## config.mk

```make
export PLATFORM = sky130hd
export DESIGN_NAME = spi_initiator
export DESIGN_NICKNAME = d
export VERILOG_FILES = /design/src/rtl/pet_spi_pkg.sv /design/src/rtl/sync2.sv /design/src/rtl/spi_initiator.sv
export SDC_FILE = /design/constraint.sdc
export NUM_CORES = 1
export LEC_CHECK = 0
export ABC_AREA = 1
export CELL_PAD_IN_SITES_DETAIL_PLACEMENT = 0
export CELL_PAD_IN_SITES_GLOBAL_PLACEMENT = 2
export CORE_AREA = 2 2 104 126
export CTS_BUF_LIST = sky130_fd_sc_hd__clkbuf_16
export CTS_CLUSTER_DIAMETER = 30
export CTS_CLUSTER_SIZE = 20
export DETAILED_ROUTE_END_ITERATION = 16
export DIE_AREA = 0 0 106 128
export PLACE_DENSITY_LB_ADDON = 0.15
export SLEW_MARGIN = 20
export SYNTH_ARGS = -nofsm -noshare
export SYNTH_HDL_FRONTEND = slang
export SYNTH_SLANG_ARGS = --single-unit
```

## constraint.sdc

```tcl
create_clock -name clk_sys_i -period 1.4 [get_ports clk_sys_i]
set_input_delay 0.28 -clock clk_sys_i [delete_from_list [all_inputs] [get_ports clk_sys_i]]
set_output_delay 0.28 -clock clk_sys_i [all_outputs]
set_load 0.02 [all_outputs]
```

## src/rtl/pet_spi_pkg.sv

```systemverilog
// Shared types and constants for the Pi SPI initiator: FSM state encoding,
// frame geometry and a helper that packs a command into the 32-bit MOSI frame.
package pet_spi_pkg;

  typedef enum logic [2:0] {
    ST_IDLE,
    ST_SETUP,
    ST_SHIFT,
    ST_WAIT_RDY,
    ST_RD_SHIFT,
    ST_HOLD,
    ST_RELEASE,
    ST_DONE
  } spi_init_state_t;

  localparam int FRAME_CMD_BITS = 32;
  localparam int FRAME_RD_BITS  = 8;
  localparam int CMD_RW_BIT     = 7;
  localparam int CMD_A16_BIT    = 0;

  // byte0 = {rw_n, 6'b0, addr[16]}, byte1/2 = addr[15:0], byte3 = data (0 on read)
  function automatic logic [FRAME_CMD_BITS-1:0] build_frame(input logic        rw_n,
                                                            input logic [16:0] addr,
                                                            input logic [7:0]  data);
    logic [7:0] cmd;
    cmd              = 8'h00;
    cmd[CMD_RW_BIT]  = rw_n;
    cmd[CMD_A16_BIT] = addr[16];
    return {cmd, addr[15:0], (rw_n ? 8'h00 : data)};
  endfunction

endpackage

```

## src/rtl/sync2.sv

```systemverilog
// Two-flop synchroniser for an asynchronous active-low level; both stages
// reset to 1 so the synchronised signal reads "not ready" out of reset.
module sync2 (
  input  logic clk,
  input  logic rst_n,
  input  logic d,
  output logic q
);

  logic meta;

  // Two back-to-back capture stages.
  always_ff @(posedge clk or negedge rst_n) begin
    if (!rst_n) begin
      meta <= 1'b1;
      q    <= 1'b1;
    end else begin
      meta <= d;
      q    <= meta;
    end
  end

endmodule

```

## src/rtl/spi_initiator.sv

```systemverilog
// Pi SPI initiator: turns one rw/addr/data command into a mode-0 SPI frame,
// waits for the target's ready_n handshake, optionally shifts in a read byte,
// and reports completion with a one-cycle rsp_valid_o strobe.
// Optional feature: define SPI_INIT_TIMEOUT_EN to bound the ready waits.
module spi_initiator
  import pet_spi_pkg::*;
#(
  parameter int SCLK_DIV       = 2,
  parameter int CS_SETUP       = 2,
  parameter int TIMEOUT_CYCLES = 4096
) (
  input  logic        clk_sys_i,
  input  logic        reset_ni,
  input  logic        cmd_valid_i,
  output logic        cmd_ready_o,
  input  logic        cmd_rw_ni,
  input  logic [16:0] cmd_addr_i,
  input  logic [7:0]  cmd_data_i,
  output logic        rsp_valid_o,
  output logic [7:0]  rsp_data_o,
  output logic        timeout_o,
  output logic        spi_sclk_o,
  output logic        spi_cs_no,
  output logic        spi_tx_o,
  input  logic        spi_rx_i,
  input  logic        spi_ready_ni
);

  spi_init_state_t state, state_next;

  logic                      cmd_ready;
  logic                      sclk;
  logic [7:0]                div_cnt;
  logic [7:0]                setup_cnt;
  logic [5:0]                bit_cnt;
  logic [FRAME_CMD_BITS-1:0] shift_reg;
  logic [FRAME_RD_BITS-1:0]  rx_reg;
  logic                      is_read;
  logic [7:0]                rsp_data;
  logic                      ready_n_sync;

  logic accept, shifting, div_tick, setup_done, sclk_fall, sclk_rise;
  logic last_cmd_fall, last_rd_fall;
  logic to_hit, timeout_evt, timed_out;

  sync2 u_ready_sync (
    .clk   (clk_sys_i),
    .rst_n (reset_ni),
    .d     (spi_ready_ni),
    .q     (ready_n_sync)
  );

  assign accept        = (state == ST_IDLE) && cmd_valid_i && cmd_ready;
  assign shifting      = (state == ST_SHIFT) || (state == ST_RD_SHIFT);
  assign div_tick      = (div_cnt == 8'(SCLK_DIV - 1));
  assign setup_done    = (setup_cnt == 8'(CS_SETUP - 1));
  assign sclk_fall     = shifting && div_tick && sclk;
  assign sclk_rise     = shifting && div_tick && !sclk;
  assign last_cmd_fall = sclk_fall && (bit_cnt == 6'(FRAME_CMD_BITS - 1));
  assign last_rd_fall  = sclk_fall && (bit_cnt == 6'(FRAME_CMD_BITS + FRAME_RD_BITS - 1));

`ifdef SPI_INIT_TIMEOUT_EN
  logic [12:0] to_cnt;

  assign to_hit      = (to_cnt == 13'(TIMEOUT_CYCLES - 1));
  // A timeout only counts if the awaited ready_n level has not arrived this cycle.
  assign timeout_evt = to_hit && (((state == ST_WAIT_RDY) && ready_n_sync) ||
                                  ((state == ST_RELEASE) && !ready_n_sync));

  // Ready-wait timer (restarts on every state change) and sticky timeout flag.
  always_ff @(posedge clk_sys_i or negedge reset_ni) begin
    if (!reset_ni) begin
      to_cnt    <= '0;
      timed_out <= 1'b0;
    end else begin
      if (state != state_next)
        to_cnt <= '0;
      else if ((state == ST_WAIT_RDY) || (state == ST_RELEASE))
        to_cnt <= to_cnt + 13'd1;
      if (state == ST_IDLE)
        timed_out <= 1'b0;
      else if (timeout_evt)
        timed_out <= 1'b1;
    end
  end
`else
  logic unused_timeout_cfg;

  assign to_hit             = 1'b0;
  assign timeout_evt        = 1'b0;
  assign timed_out          = 1'b0;
  assign unused_timeout_cfg = ^TIMEOUT_CYCLES;
`endif

  // State register.
  always_ff @(posedge clk_sys_i or negedge reset_ni) begin
    if (!reset_ni) state <= ST_IDLE;
    else           state <= state_next;
  end

  // Next-state logic.
  always_comb begin
    state_next = state;
    case (state)
      ST_IDLE:     if (accept) state_next = ST_SETUP;
      ST_SETUP:    if (setup_done) state_next = ST_SHIFT;
      ST_SHIFT:    if (last_cmd_fall) state_next = ST_WAIT_RDY;
      ST_WAIT_RDY: if (!ready_n_sync) state_next = is_read ? ST_RD_SHIFT : ST_HOLD;
                   else if (to_hit)   state_next = ST_HOLD;
      ST_RD_SHIFT: if (last_rd_fall) state_next = ST_HOLD;
      ST_HOLD:     if (setup_done) state_next = ST_RELEASE;
      ST_RELEASE:  if (ready_n_sync || to_hit) state_next = ST_DONE;
      ST_DONE:     state_next = ST_IDLE;
      default:     state_next = ST_IDLE;
    endcase
  end

  // Datapath: SCLK divider, CS timing, shift/bit counters, read capture, response.
  always_ff @(posedge clk_sys_i or negedge reset_ni) begin
    if (!reset_ni) begin
      cmd_ready <= 1'b0;
      sclk      <= 1'b0;
      div_cnt   <= '0;
      setup_cnt <= '0;
      bit_cnt   <= '0;
      shift_reg <= '0;
      rx_reg    <= '0;
      is_read   <= 1'b0;
      rsp_data  <= '0;
    end else begin
      // Registered so ready stays low through reset and the DONE cycle.
      cmd_ready <= (state_next == ST_IDLE);

      if (state != state_next)
        setup_cnt <= '0;
      else if ((state == ST_SETUP) || (state == ST_HOLD))
        setup_cnt <= setup_cnt + 8'd1;

      // First SCLK rise coincides with the end of the CS setup interval.
      if ((state == ST_SETUP) && setup_done) begin
        sclk    <= 1'b1;
        div_cnt <= '0;
      end else if (shifting) begin
        if (div_tick) begin
          sclk    <= ~sclk;
          div_cnt <= '0;
        end else begin
          div_cnt <= div_cnt + 8'd1;
        end
      end else begin
        sclk    <= 1'b0;
        div_cnt <= '0;
      end

      if (accept) begin
        shift_reg <= build_frame(cmd_rw_ni, cmd_addr_i, cmd_data_i);
        is_read   <= cmd_rw_ni;
        bit_cnt   <= '0;
      end else if (sclk_fall) begin
        shift_reg <= {shift_reg[FRAME_CMD_BITS-2:0], 1'b0};
        if (bit_cnt != 6'h3F) bit_cnt <= bit_cnt + 6'd1;
      end

      if (sclk_rise && (state == ST_RD_SHIFT))
        rx_reg <= {rx_reg[FRAME_RD_BITS-2:0], spi_rx_i};

      if ((state_next == ST_DONE) && (state != ST_DONE))
        rsp_data <= (timed_out || timeout_evt) ? 8'hFF : (is_read ? rx_reg : 8'h00);
    end
  end

  // Outputs decoded from state and datapath registers.
  always_comb begin
    cmd_ready_o = cmd_ready;
    rsp_valid_o = (state == ST_DONE);
    rsp_data_o  = rsp_data;
    timeout_o   = (state == ST_DONE) && timed_out;
    spi_sclk_o  = sclk;
    spi_cs_no   = (state == ST_IDLE) || (state == ST_RELEASE) || (state == ST_DONE);
    spi_tx_o    = shift_reg[FRAME_CMD_BITS-1];
  end

endmodule

```

# Word level (Yosys, flattened, before mapping)

Cells that the tools add are included.

Bits in registers: 78
Bits of input ports: 31
Output and inout port bits: 14
Logic and storage cells: 77

Add/sub/neg operators: 3
Equality and inequality tests: 16
Multiplexer cells: 24
Bitwise logic cells: 1
Reduce and logical (&&, ||, !) cells: 21

Operator list:

| cell                                                | count |
|---|---|
| 2-to-1 mux 32 bit                                   | 2 |
| 2-to-1 mux 8 bit                                    | 7 |
| case mux 3 bit (8 select lines)                     | 1 |
| 2-to-1 mux 3 bit                                    | 7 |
| 2-to-1 mux 6 bit                                    | 3 |
| adder 8 x 1 -> 8 bit, second input constant         | 2 |
| equality test 8 x 1 -> 1 bit, second input constant | 2 |
| equality test 3 bit, second input constant          | 5 |
| logical AND 1 bit                                   | 10 |
| adder 6 x 1 -> 6 bit, second input constant         | 1 |
| equality test 3 x 2 -> 1 bit, second input constant | 2 |
| equality test 6 x 5 -> 1 bit, second input constant | 1 |
| equality test 6 bit, second input constant          | 1 |
| zero test 3 bit                                     | 2 |
| != test 6 bit, second input constant                | 1 |
| nonzero test 2 bit                                  | 3 |
| logical OR 1 bit                                    | 4 |
| 2-to-1 mux 1 bit                                    | 4 |
| equality test 3 x 1 -> 1 bit, second input constant | 1 |
| != test 3 x 1 -> 1 bit, second input constant       | 1 |
| != test 3 bit                                       | 1 |
| != test 3 bit, second input constant                | 1 |
| AND reduction 2 bit                                 | 1 |
| zero test 1 bit                                     | 1 |
| NOT 1 bit                                           | 1 |

# Logic depth before layout (Yosys ltp)

Depth after elaboration: 9
Depth in mapped cells: 12
Gate-level depth less buffers: 12

# Hierarchy

A second synthesis with hierarchy kept.

Cell total of the unflattened synthesis: 401
Area total of the unflattened synthesis: 3,634.7 sq um

By module, submodules not included:

| module        | instances | cells an instance | area each (sq um) | sequential area each (sq um) |
|---|---|---|---|---|
| spi_initiator | 1         | 399               | 3,582.2           | 1,901.8 |
| sync2         | 1         | 2                 | 52.6              | 52.6 |

# Worst setup path before layout

No wires, ideal clock.

Path type: reg-to-reg
From: register div_cnt[1]
To: register shift_reg[25]
Setup time: 0.124 ns
Arrival time: 1.413 ns
Data required time: 1.276 ns
Path slack: -0.137 ns
Cell stages (with the launch flop): 13
Buffers on the path: 1
Period minus slack after synthesis: 1.537 ns
Cells stage by stage: dfrtp_1 > inv_1 > ha_1 > nand2_1 > nor2_4 > nand2_2 > nor2_8 > inv_2 > nand2_2 > inv_4 > buf_6 > nand2_1 > o31ai_1

Cells in the longest elaborated chain, start to end: 4

Ends and longest elaborated chain:

| item                                | line                 | source |
|---|---|---|
| from (decl)                         | spi_initiator.sv:33  | `logic [7:0] div_cnt;` |
| from (signal assigned)              | spi_initiator.sv:148 | `div_cnt <= div_cnt + 8'd1;` |
| equality test 8 x 1 -> 1 bit        | spi_initiator.sv:55  | `assign div_tick = (div_cnt == 8'(SCLK_DIV - 1));` |
| logical AND 1 bit (2 in a row)      | spi_initiator.sv:57  | `assign sclk_fall = shifting && div_tick && sclk;` |
| nonzero test 2 bit (no source line) | -                    |  |
| to (signal assigned)                | spi_initiator.sv:156 | `shift_reg <= build_frame(cmd_rw_ni, cmd_addr_i, cmd_data_i);` |
| to (signal assigned)                | spi_initiator.sv:160 | `shift_reg <= {shift_reg[FRAME_CMD_BITS-2:0], 1'b0};` |
| to (decl)                           | spi_initiator.sv:36  | `logic [FRAME_CMD_BITS-1:0] shift_reg;` |

Every way passes these cells.
A chain may end at the register's enable or synchronous reset.

# Worst setup path after layout

From: register div_cnt[1]
To: register shift_reg[0]

Same word-level chain as after synthesis.

==> results.yml <==
finish:
  diodes: 0
  drive_above_1_share: 0.3911
  layout.cells.most_common_list: "89 x nand2_1, 74 x dfrtp_1, 59 x buf_4"
  fin_cells: 701
  stdcell_area_um2: 5794
  final_util: 0.4657
  fin_nets: 568
  largest_register_ffs: 32
  area_growth_pct: 60.52
  final_common_cell: "nand2_1"
logic_synthesis:
  synth-edff-count: 0
  synth_seq_cells: 78
  yosys_warnings: 0
  synth_nets: 441
  synth-main-ff-cell: "dfrtp_1"
  synth_area_um2: 3610
  synth_cells: 405
  async_flop_share: 1.000
  seq_area_frac_synth: 0.5414
  synth.avg_cell_area_um2: 8.913
  yosysUniqueCellTypes: 34
grt:
  top_usage_layer: "met2"
  antenna_found_initial: 0
  gr-total-overflow: 0
  grt_max_degree: 31
  grt_pass1_vias: 3145
  gr-usage-met3: 0.02796
  grtUsageTotal: 0.1390
  grt_first_pass_wirelength_um: 14860
  grtUsageMet1: 0.1808
  use_met2: 0.2292
run_status:
  violations: "negative setup slack"
  outcome: "finished with violations"
drt:
  drtIter0Drc: 84
  firstDrtPassIters: 4
  vias_per_cell: 4.479
  vias: 3140
  ant_nets: 0
  drcViolationCount: 0
  routed_wl_um: 9030
  wl_per_cell_um: 12.88
sta:
  skew_ns: 0.008055
  min_period_over_period: 1.176
  period_minus_slack_ns: 1.647
  rsz0062_at_grt: "yes"
  fmax_ghz: 0.6072
  finalHoldViolCount: 0
  setup_viol: 59
  fin_ws_ns: -0.2469
  slew_violations: 0
setup_path:
  startpoint: "div_cnt[1]"
  reg2reg_depth: 10
  r2r_start: "div_cnt[1]"
  critPathMaxFanout: 7
  cp-start-kind: "flop"
  required_ns: 1.62
  path_class: "reg2reg"
  end_kind: "flop"
  cp_data_arrival_time_ns: 1.87
pwr:
  power_density_nw_per_um2: 1728
  leakage_uw: 0.002768
  pwr-share-comb: 0.389
  internal_power_uw: 6613
  pwr-share-seq: 0.327
  pwr-share-clk: 0.283
  swShare: 0.3395
  ir_drop_uv: 688.4
  switching_power_uw: 3399
clock_network:
  cts_tree: "built"
  numCtsBuffers: 9
  cts_max_level: 3
  cts.path.max_buffers: 2
  insertion_delay_ns: 0.33
  clk_pin_slew_worst_paths_ns: 0.06
  root_buffer: "clkbuf_16"
  clock-sinks: 78
floorplanning:
  fp.dieW_um: 106
  rows: 45
  die_y_um: 128
  ios: 45
  initial_core_util: 0.2901
  die_area_um2: 13570
  core_area_um2: 12440
placement:
  dp_cells: 660
  port_buffers: 43
  placed_area_um2: 4691
  gp_congestion: 0.7691
  dp.final_hpwl_um: 5834
min_path:
  hold_depth: 0
  hold_path_class: "reg2reg"
  min_from: "u_ready_sync.meta"
run:
  drv_cap: 0
-- final timing paths --
check	endpoint	slack, ns
min	u_ready_sync.q	0.36
min in group asynchronous	rsp_data_o[3]	0.39
max	shift_reg[0]	-0.25
max in group asynchronous	shift_reg[22]	0.53
min reg2reg	u_ready_sync.q	0.36
max reg2reg	shift_reg[0]	-0.25
-- power groups by stage --
stage	logic, uW	clock network, uW	registers (uW)
global route	4310	3030	3360
detailed placement	2780	0	3180
global placement	2770	0	3180
finish	3900	2840	3280
CTS	3290	2900	3190
floorplan	1490	0	3210
-- what timing repair did --
action | 4_1_cts | 5_1_grt
resized for setup | 96 | 80
hold buffers | 1 | 0
setup endpoints to repair | 74 | 71
buffers inserted | 8 | 12
endpoints found under the hold margin | 17 | 0
gates cloned | 4 | 2
pin swaps | 3 | 10
-- worst max-delay path, stage by stage (launching register included) --
cell,delay (ns)
dfrtp_1,0.37
inv_1,0.06
ha_2,0.18
nand2_2,0.06
nor2_4,0.13
nand2_4,0.09
nor2_8,0.14
inv_4,0.07
nand2_8,0.17
inv_16,0.07
a22o_1,0.18
-- stage by stage --
stage          setup WS [ns]  total power [uW]  hold WS [ns]  TNS [ns]
2_1_floorplan       -0.08148              4703      -0.01559    -2.434
3_3_place_gp         -0.2750              5947        0.1961    -9.863
3_5_place_dp         -0.2806              5962        0.1953    -10.18
4_1_cts              -0.2433              9379        0.3530    -10.42
5_1_grt              -0.3971             10710        0.3590    -17.96
6_report             -0.2469             10010        0.3582    -11.37
-- metal layers --
metal | share of wire | vias to the layer above
met5 | 0 | -
met4 | 0.017 | 0
met3 | 0.026 | 13
met2 | 0.48 | 41
met1 | 0.47 | 1503
li1 | - | 1583
-- Yosys cell counts, types with 2 or more instances --
cell type | instances | area (um^2)
nor2_1 | 35 | 131.4
o211ai_1 | 3 | 22.52
a31oi_1 | 3 | 18.77
nor3_1 | 7 | 35.03
ha_1 | 5 | 62.56
o21ai_0 | 17 | 85.08
mux2_2 | 8 | 90.09
dfstp_2 | 2 | 52.55
nand3_2 | 2 | 20.02
a21oi_1 | 5 | 25.02
buf_4 | 4 | 30.03
clkbuf_1 | 2 | 7.510
buf_2 | 7 | 35.03
buf_6 | 2 | 22.52
inv_2 | 2 | 7.510
dfrtp_1 | 76 | 1902
xor2_1 | 11 | 96.34
nor2_4 | 2 | 22.52
nand2_1 | 114 | 427.9
nand3_1 | 59 | 295.3
inv_1 | 22 | 82.58
nand2_2 | 5 | 31.28
-- final cells by class --
type / instances / area [um^2]
Clock inverter: 7 / 136.4
Tap cell: 164 / 205.2
Timing Repair inverter: 3 / 38.79
Timing Repair Buffer: 127 / 1225
Clock buffer: 9 / 225.2
Multi-Input combinational cell: 288 / 1884
Fill cell: 1233 / 6649
Sequential cell: 78 / 1957
Inverter: 25 / 122.6
-- cell families after synthesis --
group           share of synthesized area
xor+xnor                          0.02912
other cells                      0.001039
simple gates                       0.2759
mux                               0.02496
buf+inv                           0.05303
flops                              0.5414
fa+ha+maj                         0.01733
compound gates                    0.05720
(Power assumes the default switching activity.)
